--- config.mk ---
export PLATFORM = sky130hd
export DESIGN_NAME = std_reg_writer
export DESIGN_NICKNAME = d
export VERILOG_FILES = /design/src/rtl/std_reg_writer.sv
export SDC_FILE = /design/constraint.sdc
export NUM_CORES = 1
export LEC_CHECK = 0
export CAP_MARGIN = 20
export CELL_PAD_IN_SITES_DETAIL_PLACEMENT = 2
export CELL_PAD_IN_SITES_GLOBAL_PLACEMENT = 2
export CORE_ASPECT_RATIO = 1.1
export CORE_MARGIN = 5
export CORE_UTILIZATION = 37
export CTS_CLUSTER_SIZE = 16
export DETAILED_ROUTE_END_ITERATION = 10
export DONT_BUFFER_PORTS = 1
export PLACE_DENSITY_LB_ADDON = 0.1
export SETUP_SLACK_MARGIN = 0.2
export SLEW_MARGIN = 30
export SYNTH_ARGS = -nofsm -noshare
export SYNTH_HDL_FRONTEND = slang
export SYNTH_SLANG_ARGS = --single-unit
--- constraint.sdc ---
create_clock -name clk -period 2.1 [get_ports clk]
set_clock_uncertainty 0.05 [all_clocks]
set_input_delay 0.42 -clock clk [delete_from_list [all_inputs] [get_ports clk]]
set_output_delay 0.42 -clock clk [all_outputs]
set_load 0.02 [all_outputs]
--- src/rtl/std_reg_writer.sv ---
// std_reg_writer: issues one-cycle write_en writes to a std_reg target, waits for done,
// verifies readback and reports ack/err with bounded timeout and retry.
module std_reg_writer #(
   parameter int WIDTH     = 5,
   parameter int TIMEOUT   = 4,
   parameter int MAX_RETRY = 1,
   parameter int CNT_WIDTH = 8
) (
   input  logic                 clk,
   input  logic                 reset,
   input  logic                 req_valid,
   input  logic [WIDTH-1:0]     req_data,
   output logic                 req_ready,
   output logic [WIDTH-1:0]     reg_in,
   output logic                 reg_write_en,
   input  logic                 reg_done,
   input  logic [WIDTH-1:0]     reg_out,
   output logic                 ack,
   output logic                 err,
   output logic                 busy,
   output logic [CNT_WIDTH-1:0] write_count
);
   localparam int TW = TIMEOUT > 1 ? $clog2(TIMEOUT) : 1;
   localparam int RW = MAX_RETRY > 0 ? $clog2(MAX_RETRY + 1) : 1;
   localparam logic [TW-1:0] T_LAST = TW'(TIMEOUT - 1);
   localparam logic [RW-1:0] R_MAX = RW'(MAX_RETRY);

   typedef enum logic [1:0] {IDLE, ISSUE, WAIT} state_t;
   state_t state, state_n;
   logic [TW-1:0] timer;
   logic [RW-1:0] retry;
   logic ack_n, err_n, retry_n;

   assign req_ready    = state == IDLE;
   assign busy         = state != IDLE;
   assign reg_write_en = state == ISSUE;

   // reg_done takes priority over the timeout check in the same WAIT cycle
   always_comb begin
      state_n = state;
      ack_n   = 1'b0;
      err_n   = 1'b0;
      retry_n = 1'b0;
      case (state)
         IDLE:  state_n = req_valid ? ISSUE : IDLE;
         ISSUE: state_n = WAIT;
         WAIT: begin
            if (reg_done) begin
               state_n = IDLE;
               ack_n   = reg_out == reg_in;
               err_n   = reg_out != reg_in;
            end else if (timer == T_LAST) begin
               retry_n = retry != R_MAX;
               err_n   = retry == R_MAX;
               state_n = retry != R_MAX ? ISSUE : IDLE;
            end
         end
         default: state_n = IDLE;
      endcase
   end

   always_ff @(posedge clk or posedge reset)
      if (reset) state <= IDLE;
      else state <= state_n;

   always_ff @(posedge clk or posedge reset) begin
      if (reset) begin
         reg_in      <= '0;
         timer       <= '0;
         retry       <= '0;
         write_count <= '0;
         ack         <= 1'b0;
         err         <= 1'b0;
      end else begin
         ack <= ack_n;
         err <= err_n;
         if (state == IDLE && req_valid) begin
            reg_in <= req_data;
            retry  <= '0;
         end
         if (state == ISSUE) timer <= '0;
         else if (state == WAIT) timer <= timer + TW'(1);
         if (retry_n) retry <= retry + RW'(1);
         if (ack_n && !(&write_count)) write_count <= write_count + CNT_WIDTH'(1);
      end
   end
endmodule

After elaboration in Yosys (flattened, before gate mapping)
Cells that the tools add are included.

Register bits: 20. Latch bits: 0. Memory bits (writable): 0. ROM bits: 0. Bits of input ports: 14. Output and inout port bits: 18. Word-level logic and storage cells: 42. Memories: 0.

Add/subtract/negate cells: 3. Multipliers: 0. Divide/modulo/power cells: 0. Magnitude comparators: 0. Eq/ne operators: 6. Shift operators: 0. Muxes and demuxes: 17. Bitwise logic cells: 1. Reduce and logical (&&, ||, !) cells: 8.

Operators with widths (number): 1-bit 2-to-1 mux (12); 8-bit by 1-bit adder with 8-bit output (second input constant) (1); 2-bit 2-to-1 mux (4); 8-bit AND reduction (1); 2-bit case mux with 3 select lines (1); 2-bit nonzero test (3); 5-bit equality test (1); 5-bit != test (1); 2-bit equality test (second input constant) (2); 3-bit != test (second input constant) (1); 2-bit by 1-bit adder with 2-bit output (second input constant) (1); 2-bit by 1-bit equality test with 1-bit output (second input constant) (1); 1-bit logical AND (2); 2-bit logical NOT (1); 1-bit adder (second input constant) (1); 1-bit logical NOT (1); 1-bit NOT (1).

Depth between registers and ports, before layout
Gate-level depths: netlist (run 1).

Depth in word-level cells: 5. Depth in mapped cells: 7. Depth with buffers taken out: 7.

Worst setup path after synthesis (run 1)
Ideal clock, no wire load.

Path kind: reg-to-reg. Start: register reg_in[2]. End: register write_count[6]. Setup time: 0.128 ns. Arrival: 1.628 ns. Data required time: 1.922 ns. Setup slack: 0.295 ns. Stages on the path, launching flop included: 6. Buffers on the path: 0. Clock period less this slack: 1.805 ns. Path through: dfrtp_1 -> xor2_1 -> nor4_4 -> and4_1 -> nand4_1 -> mux2_1.

Word-level cells in the longest chain between the ends: 4.

Ends and longest elaborated chain: start, declared (line 14) `output logic [WIDTH-1:0] reg_in,`; start signal, assigned (line 78) `reg_in <= req_data;`; 5-bit equality test (line 50) `ack_n = reg_out == reg_in;`; 1-bit 2-to-1 mux (line 48) `if (reg_done) begin`; 1-bit 2-to-1 mux (line 44) `case (state)`; via ack_n (line 32) `logic ack_n, err_n, retry_n;`; 1-bit logical AND (line 84) `if (ack_n && !(&write_count)) write_count <= write_count + CNT_WIDTH'(1);`; end signal, assigned (line 84); end, declared (line 21) `output logic [CNT_WIDTH-1:0] write_count`.

The timed path passes the listed nets, and every way through them passes these cells. A chain may end at the register's enable or synchronous reset.

Worst setup path after layout (run 1)
Same ends and word-level chain as after synthesis.

==> results.txt, run 1 <==
----------------------------------------------------
[Timing]
  Number of pins exceeding their max-slew limit in the final report ... 0
  Fin crit period ... 1.83 ns
  Relative slew slack ... between 40% and 50%
  Hold_ws ... approximately 0.075 ns
  Final clock period utilization by the worst path ... between 80% and 90%
  Setup Total Neg Slack ... 0 ns
  Setup repair after global routing missed its margin ... true
  Maximum frequency from static timing analysis ... roughly 0.55 GHz
  Worst-margin pin slew ... ~0.75 ns
  Number of setup violations in the final report ... 0
  Hold violation total from the final report ... 0

[Synthesis]
  Sequential fraction of the synthesis area ... slightly above 50%
  Leading area contributor after synthesis ... sky130_fd_sc_hd__dfrtp_1
  Post-synthesis area per instance ... between 10 and 15 µm²
  Syn nets ... between 100 and 150
  Cells after Synth ... 84
  Post-synthesis instance area ... around 980 µm²
  Synth Register Bits ... 20
  Top cells by area in the synthesized netlist ... sky130_fd_sc_hd__dfrtp_1 (51%), sky130_fd_sc_hd__ha_1 (7.6%), sky130_fd_sc_hd__xor2_1 (7.1%), sky130_fd_sc_hd__mux2_2 (6.9%), sky130_fd_sc_hd__inv_1 (2.7%)
  Number of unique standard cell types used by synthesis ... 22
  Top cell type's share of synthesized area ... between 50% and 60%
  Count of yosys warnings during synthesis ... 0

[Worst setup path]
  Critical path class ... reg -> reg
  Crit path capture type ... flip-flop
  Endpoint required time on the critical path ... 2.25 ns
  Startpoint type of the worst setup path ... flip-flop
  Critical-path maximum fanout ... 3
  Data arrival time of the worst path ... around 2.0 ns

[Power and ir drop]
  Internal Power ... a little over 0.8 mW
  Max rail drop VDD ... 0.677 mV
  Combinational power share ... between 30% and 40%
  Power per unit of standard cell area ... between 1000 and 1500 mW/mm²
  Share of total power consumed by net switching ... roughly two fifths
  Static leakage ... approximately 0.55 nW
  Power spent charging and discharging nets ... 0.570 mW
  Clock network fraction of total power ... 16.2%
  Sequential fraction of design power ... 48.1%
  Overall power ... 1.39 mW

[Floorplanning]
  Die Footprint ... approximately 0.0038 mm²
  Core Rows ... 19
  Die boundary width ... between 50 and 60 µm
  # IOs ... 32
  Initial cell density of the core ... 39.0%
  Total core area ... 0.00252 mm²
  Height of the die ... about 64 µm

[Detailed routing]
  Detailed-route wire length per cell ... ~18 µm
  Vias per cell ... between 5 and 6
  Iter 0 DRT Violations ... 10
  TritonRoute pass-1 iters ... 2
  DRT Wirelength ... between 2 and 2.5 mm
  Remaining antenna violation count after routing ... 0
  Count of vias placed by the detailed router ... around 670
  Number of remaining DRC errors ... 0

[Clock network]
  CTS Root Buffer Type ... sky130_fd_sc_hd__clkbuf_4
  Number of clock buffers inserted by TritonCTS ... 3
  Maximum number of buffers from clock root to sink ... 2
  Clock-pin slew on the worst setup and hold paths ... 0.11 ns
  H-tree lvl count ... 1
  TritonCTS sink count ... 20
  Latest clock arrival within the worst-skew pair ... about 0.30 ns
  Number of buffers inserted by hold repair at cts ... 0
  Clock tree from TritonCTS ... yes

[Cells and area]
  Share of final-layout standard cells stronger than drive strength 1 ... 25.3%
  Final #Nets ... 116
  Leading cell types in the layout, fill and taps excluded ... sky130_fd_sc_hd__dfrtp_1 (17), sky130_fd_sc_hd__xor2_1 (7), sky130_fd_sc_hd__inv_1 (7), sky130_fd_sc_hd__buf_4 (7)
  Area growth, synth to finish ... 15.3%
  Final non-filler cell area ... between 0.001 and 0.0015 mm²
  Most common cell after layout, fill and taps aside ... sky130_fd_sc_hd__dfrtp_1
  Count of inserted antenna diode cells ... 0

[Global routing]
  Wire length of the first global-routing pass ... between 3 and 4 mm
  GRT Total Usage ... between 10% and 20%
  Pin count of the biggest net entering global routing ... 21
  Antenna violations before repair ... 0
  Sum of overflow across all layers after global routing ... 0
  Via count of the first global-routing pass ... roughly 800

[Placement]
  Quantity of I/O buffers inserted on ports ... 0
  Final HPWL DP ... about 1.9 mm
  Placed cell area ... ~0.0011 mm²
  Gp weighted congestion ... ~0.75

[Outcome]
  Outcome ... finished, final reports clean

[Run]
  Max-cap violations ... 0

[Hold path]
  Type of the worst min-delay path ... in -> async

----------------------------------------------------
==> layout make-up <==
cell class | count | area [µm²]
sequential | 20 | 504
multi-input combinational | 57 | 474
fill | 282 | 1390
tap | 31 | 38.8
timing repair buffer | 7 | 52.6
inverter | 7 | 26.3
clock buffer | 4 | 36.3
==> worst paths after layout <==
path | startpoint | endpoint | slack, ns | cells past startpoint
max in group asynchronous | reset | reg_in[2]$_DFFE_PP0P_ | 1.41 | 1
setup reg to reg | reg_in[2]$_DFFE_PP0P_ | write_count[6]$_DFFE_PP0P_ | 0.27 | 5
hold reg to reg | timer[0]$_DFFE_PP0P_ | timer[0]$_DFFE_PP0P_ | 0.45 | 1
min in group clk | reg_done | err$_DFF_PP0_ | 0.18 | 1
hold / removal | reset | reg_in[4]$_DFFE_PP0P_ | 0.07 | 1
setup / recovery | reg_in[2]$_DFFE_PP0P_ | write_count[6]$_DFFE_PP0P_ | 0.27 | 5
==> synthesized netlist by cell type <==
cell,number
sky130_fd_sc_hd__inv_1,7
sky130_fd_sc_hd__nand3_1,4
sky130_fd_sc_hd__dfrtp_1,20
sky130_fd_sc_hd__nand2_1,6
sky130_fd_sc_hd__a21oi_1,2
sky130_fd_sc_hd__mux2i_1,1
sky130_fd_sc_hd__o2111a_1,1
sky130_fd_sc_hd__xor2_1,8
sky130_fd_sc_hd__and3_1,1
sky130_fd_sc_hd__nor4_4,1
sky130_fd_sc_hd__a311oi_1,1
sky130_fd_sc_hd__and4_1,1
sky130_fd_sc_hd__nor2_1,3
sky130_fd_sc_hd__o21ai_0,2
sky130_fd_sc_hd__xnor2_1,3
sky130_fd_sc_hd__o22ai_1,1
sky130_fd_sc_hd__nand4_1,2
sky130_fd_sc_hd__mux2_1,2
sky130_fd_sc_hd__nor3_1,2
sky130_fd_sc_hd__mux2_2,6
sky130_fd_sc_hd__nand2b_1,4
sky130_fd_sc_hd__ha_1,6
==> metal layers <==
metal  wire length [µm]  track usage, %
met2               1260            24.0
met3                172            4.43
met4                 38            5.95
met5                  0               0
met1                833            13.5
==> power groups by stage <==
stage	registers [mW]	logic [mW]	clock network, mW
3_3_place_gp	0.657	0.457	0
2_1_floorplan	0.659	0.365	0
3_5_place_dp	0.664	0.491	0
4_1_cts	0.663	0.502	0.238
5_1_grt	0.683	0.553	0.254
6_report	0.667	0.496	0.225
==> registers in the layout (all words and copies together) (netlist names) <==
name / cells
write_count: 8
err: 1
ack: 1
timer: 2
retry: 1
state: 2
reg_in: 5
==> logic make-up after synthesis <==
group,count (synthesis),share of synthesized area [%]
xor+xnor,11,9.81
buf+inv,7,2.68
simple gates,24,14.0
mux,9,10.2
compound gates,7,4.71
fa+ha+maj,6,7.64
flops,20,51.0
==> timing repair <==
| item | in CTS | in global routing |
|---|---|---|
| gates resized for setup | 3 | 3 |
| setup buffers | 1 | 0 |
| endpoints found under the setup margin | 2 | 3 |
| pin swaps | 1 | 4 |
==> through the flow <==
| stage | instances | utilization [%] | setup WS [ns] |
|---|---|---|---|
| after CTS | 126 | 44.2 | 0.212 |
| after global routing | 126 | 44.9 | 0.151 |
| after global placement | 121 | 42.3 | 0.237 |
| after floorplan | 84 | - | 0.295 |
| after detailed placement | 121 | 42.3 | 0.172 |
| final | 126 | 44.9 | 0.270 |
==> critical path, cell delays in order, from the launching register on <==
cell	delay, ns
sky130_fd_sc_hd__dfrtp_2	0.49
sky130_fd_sc_hd__xor2_2	0.18
sky130_fd_sc_hd__nor4_4	0.31
sky130_fd_sc_hd__and4_1	0.25
sky130_fd_sc_hd__nand4_1	0.13
sky130_fd_sc_hd__mux2_4	0.31
Power figures use the tool's default switching activity.
==> run 2, diff against run 1 <==
CORE_UTILIZATION = 28   (was 37)
DONT_BUFFER_PORTS = default   (was 1)
PLACE_DENSITY = 0.85   (was default)
PLACE_DENSITY_LB_ADDON = default   (was 0.1)
==> results.txt, run 2 (synthesis results as in run 1) <==
----------------------------------------------------
[Outcome]
  Outcome ... finished, final reports clean

[Placement]
  Gp weighted congestion ... 0.693 (-7.4%)
  Quantity of I/O buffers inserted on ports ... 31 (+31)
  Cell count after placement ... 166 (+37%)
  Setup WS pre-CTS ... -0.165 ns (-0.337 ns)
  Final HPWL DP ... 2.18 mm (+17%)
  Placed cell area ... 0.00138 mm² (+29%)

[Detailed routing]
  Detailed-route wire length per cell ... 15.6 µm (-14%)
  Vias per cell ... 4.66 (-12%)
  Count of vias placed by the detailed router ... 787 (+18%)
  TritonRoute pass-1 iters ... 2 (unchanged)
  Iter 0 DRT Violations ... 15 (+5)
  Number of remaining DRC errors ... 0 (unchanged)
  DRT Wirelength ... 2.64 mm (+15%)
  Remaining antenna violation count after routing ... 0 (unchanged)

[Timing]
  Hold violation total from the final report ... 0 (unchanged)
  Smallest setup slack after layout ... 0.237 ns (-0.0322 ns)
  Setup Total Neg Slack ... 0 ns (unchanged)
  Relative slew slack ... 78.3% (+29 points)
  Number of setup violations in the final report ... 0 (unchanged)
  Number of pins exceeding their max-slew limit in the final report ... 0 (unchanged)
  Fin crit period ... 1.86 ns (+0.0322 ns)
  Worst-margin pin slew ... 0.325 ns (-0.428 ns)
  Hold_ws ... 0.382 ns (+0.307 ns)
  Setup repair after global routing missed its margin ... true
  Final clock period utilization by the worst path ... 88.7% (+1.5 points)
  Maximum frequency from static timing analysis ... 0.537 GHz (-1.7%)

[Cells and area]
  Final non-filler cell area ... 0.00139 mm² (+22%)
  Leading cell types in the layout, fill and taps excluded ... sky130_fd_sc_hd__clkdlybuf4s50_1 (24), sky130_fd_sc_hd__dfrtp_1 (20), sky130_fd_sc_hd__xor2_1 (8)
  Count of inserted antenna diode cells ... 0 (unchanged)
  Most common cell after layout, fill and taps aside ... sky130_fd_sc_hd__clkdlybuf4s50_1
  Share of final-layout standard cells stronger than drive strength 1 ... 14.0% (-11 points)
  Final #Nets ... 143 (+23%)
  Count of placed standard cells in the final layout, fillers left out ... 169 (+34%)
  Top Registers ... write_count x8, reg_in x5
  Number of filler instances in the final layout ... 370 (+31%)
  Flip-flop count of the largest register after layout ... 8 (unchanged)
  Largest register by flop count ... write_count
  Area growth, synth to finish ... 41.0%
  Final core occ ... 41.2% (-3.7 points)

[Floorplanning]
  Die Footprint ... 0.00479 mm² (+27%)
  Core Rows ... 22 (+3)
  Total core area ... 0.00336 mm² (+33%)
  Height of the die ... 72.1 µm (+13%)
  Die boundary width ... 66.5 µm (+12%)
  Initial cell density of the core ... 29.2% (-9.7 points)
  # IOs ... 32 (unchanged)

[Worst setup path]
  Startpoint type of the worst setup path ... input pin
  Endpoint required time on the critical path ... 2.24 ns (about the same)
  Critical path, cell by cell ... clkdlybuf4s50_1 -> xor2_1 -> nor4_4 -> and4_1 -> nand4_1 -> mux2_2
  Crit path capture type ... flip-flop
  CP Buf/Inv Count ... 1 (+1)
  Critical-path maximum fanout ... 2 (-1)
  Critical path class ... in -> reg
  Data arrival time of the worst path ... 2.00 ns (+0.02 ns)
  Worst path slowest cell ... sky130_fd_sc_hd__clkdlybuf4s50_1
  Cell family contributing the most delay on the critical path ... simple AND/OR/NAND/NOR gates
  Worst path max stage delay ... 0.42 ns (-0.07 ns)

[Clock network]
  Count of buffers added by post-CTS timing repair for setup ... 0 (-1)
  Latest clock arrival within the worst-skew pair ... 0.31 ns (about the same)
  Number of clock buffers inserted by TritonCTS ... 3 (unchanged)
  Clock tree from TritonCTS ... yes
  Number of buffers inserted by hold repair at cts ... 0 (unchanged)
  H-tree lvl count ... 1 (unchanged)
  CTS Root Buffer Type ... sky130_fd_sc_hd__clkbuf_4
  TritonCTS sink count ... 20 (unchanged)
  Clock-pin slew on the worst setup and hold paths ... 0.12 ns (about the same)
  Maximum number of buffers from clock root to sink ... 2 (unchanged)

[Run]
  Max-cap violations ... 0 (unchanged)

[Global routing]
  Wire length of the first global-routing pass ... 4.46 mm (+18%)
  Via count of the first global-routing pass ... 883 (+9.8%)
  Sum of overflow across all layers after global routing ... 0 (unchanged)
  Pin count of the biggest net entering global routing ... 21 (unchanged)
  GRT Total Usage ... 12.7% (-0.61 points)
  Antenna violations before repair ... 0 (unchanged)

[Power and ir drop]
  Max rail drop VDD ... 0.436 mV (-36%)
  Overall power ... 1.49 mW (+7.4%)
  Power per unit of standard cell area ... 1080 mW/mm² (-12%)
  Static leakage ... 0.676 nW (+23%)

[Hold path]
  Type of the worst min-delay path ... in -> async

----------------------------------------------------
## run 2: changes by cell type in the layout (fill, tap and decap cells not counted), sizes merged
cell and change:
buf -4, dlymetal6s2s +2, clkbuf +2, dlygate4sd2 +2
clkdlybuf4s50 +24
## run 2: cell type report
type                            instances  area, µm²  share of cell area [%]
Clock buffer                            3       22.5                    1.63
Inverter                                7       26.3                    1.90
Multi-Input combinational cell         57        455                    32.9
Sequential cell                        20        500                    36.1
Tap cell                               48       60.1                    4.34
Timing Repair Buffer                   34        320                    23.1
## run 2: layer usage
layer / track usage, % / vias up / share of wire [%]
met5: 0 / - / 0
met4: 6.77 / 0 / 2.1
met3: 2.48 / 4 / 3.3
met2: 23.2 / 19 / 57
met1: 13.5 / 402 / 38
li1: - / 362 / -
## run 2: path summary, 6_finish.rpt
path,start,end,slack [ns],depth (start not counted)
min in group clk,timer[0]$_DFFE_PP0P_,timer[0]$_DFFE_PP0P_,0.44,1
hold / removal,reset,write_count[7]$_DFFE_PP0P_,0.38,3
max in group asynchronous,reset,reg_in[0]$_DFFE_PP0P_,1.39,3
setup reg to reg,reg_in[2]$_DFFE_PP0P_,write_count[6]$_DFFE_PP0P_,0.32,5
hold reg to reg,timer[0]$_DFFE_PP0P_,timer[0]$_DFFE_PP0P_,0.44,1
setup / recovery,reg_out[0],write_count[6]$_DFFE_PP0P_,0.24,6
## run 2: what timing repair did
item                       CTS  global route
setup endpoints to repair    6             7
pin swaps                    1             0
resized for setup            6             8
hold endpoints to repair     0             0
## run 2: tightest hold or removal path, delay by kind of cell
family / cells / cell delay (ns)
buffers and inverters: 3 / 0.71
## run 2: power by group
part           leakage (nW)  internal (mW)  switching (mW)
logic                 0.400          0.336           0.380
clock network        0.0138         0.0671           0.120
registers             0.262          0.491          0.0968
==> run 3, diff against run 2 <==
CAP_MARGIN = 25   (was 20)
==> results of run 3 <==
No change in the layout: final DEF, timing and power equal those of run 2.
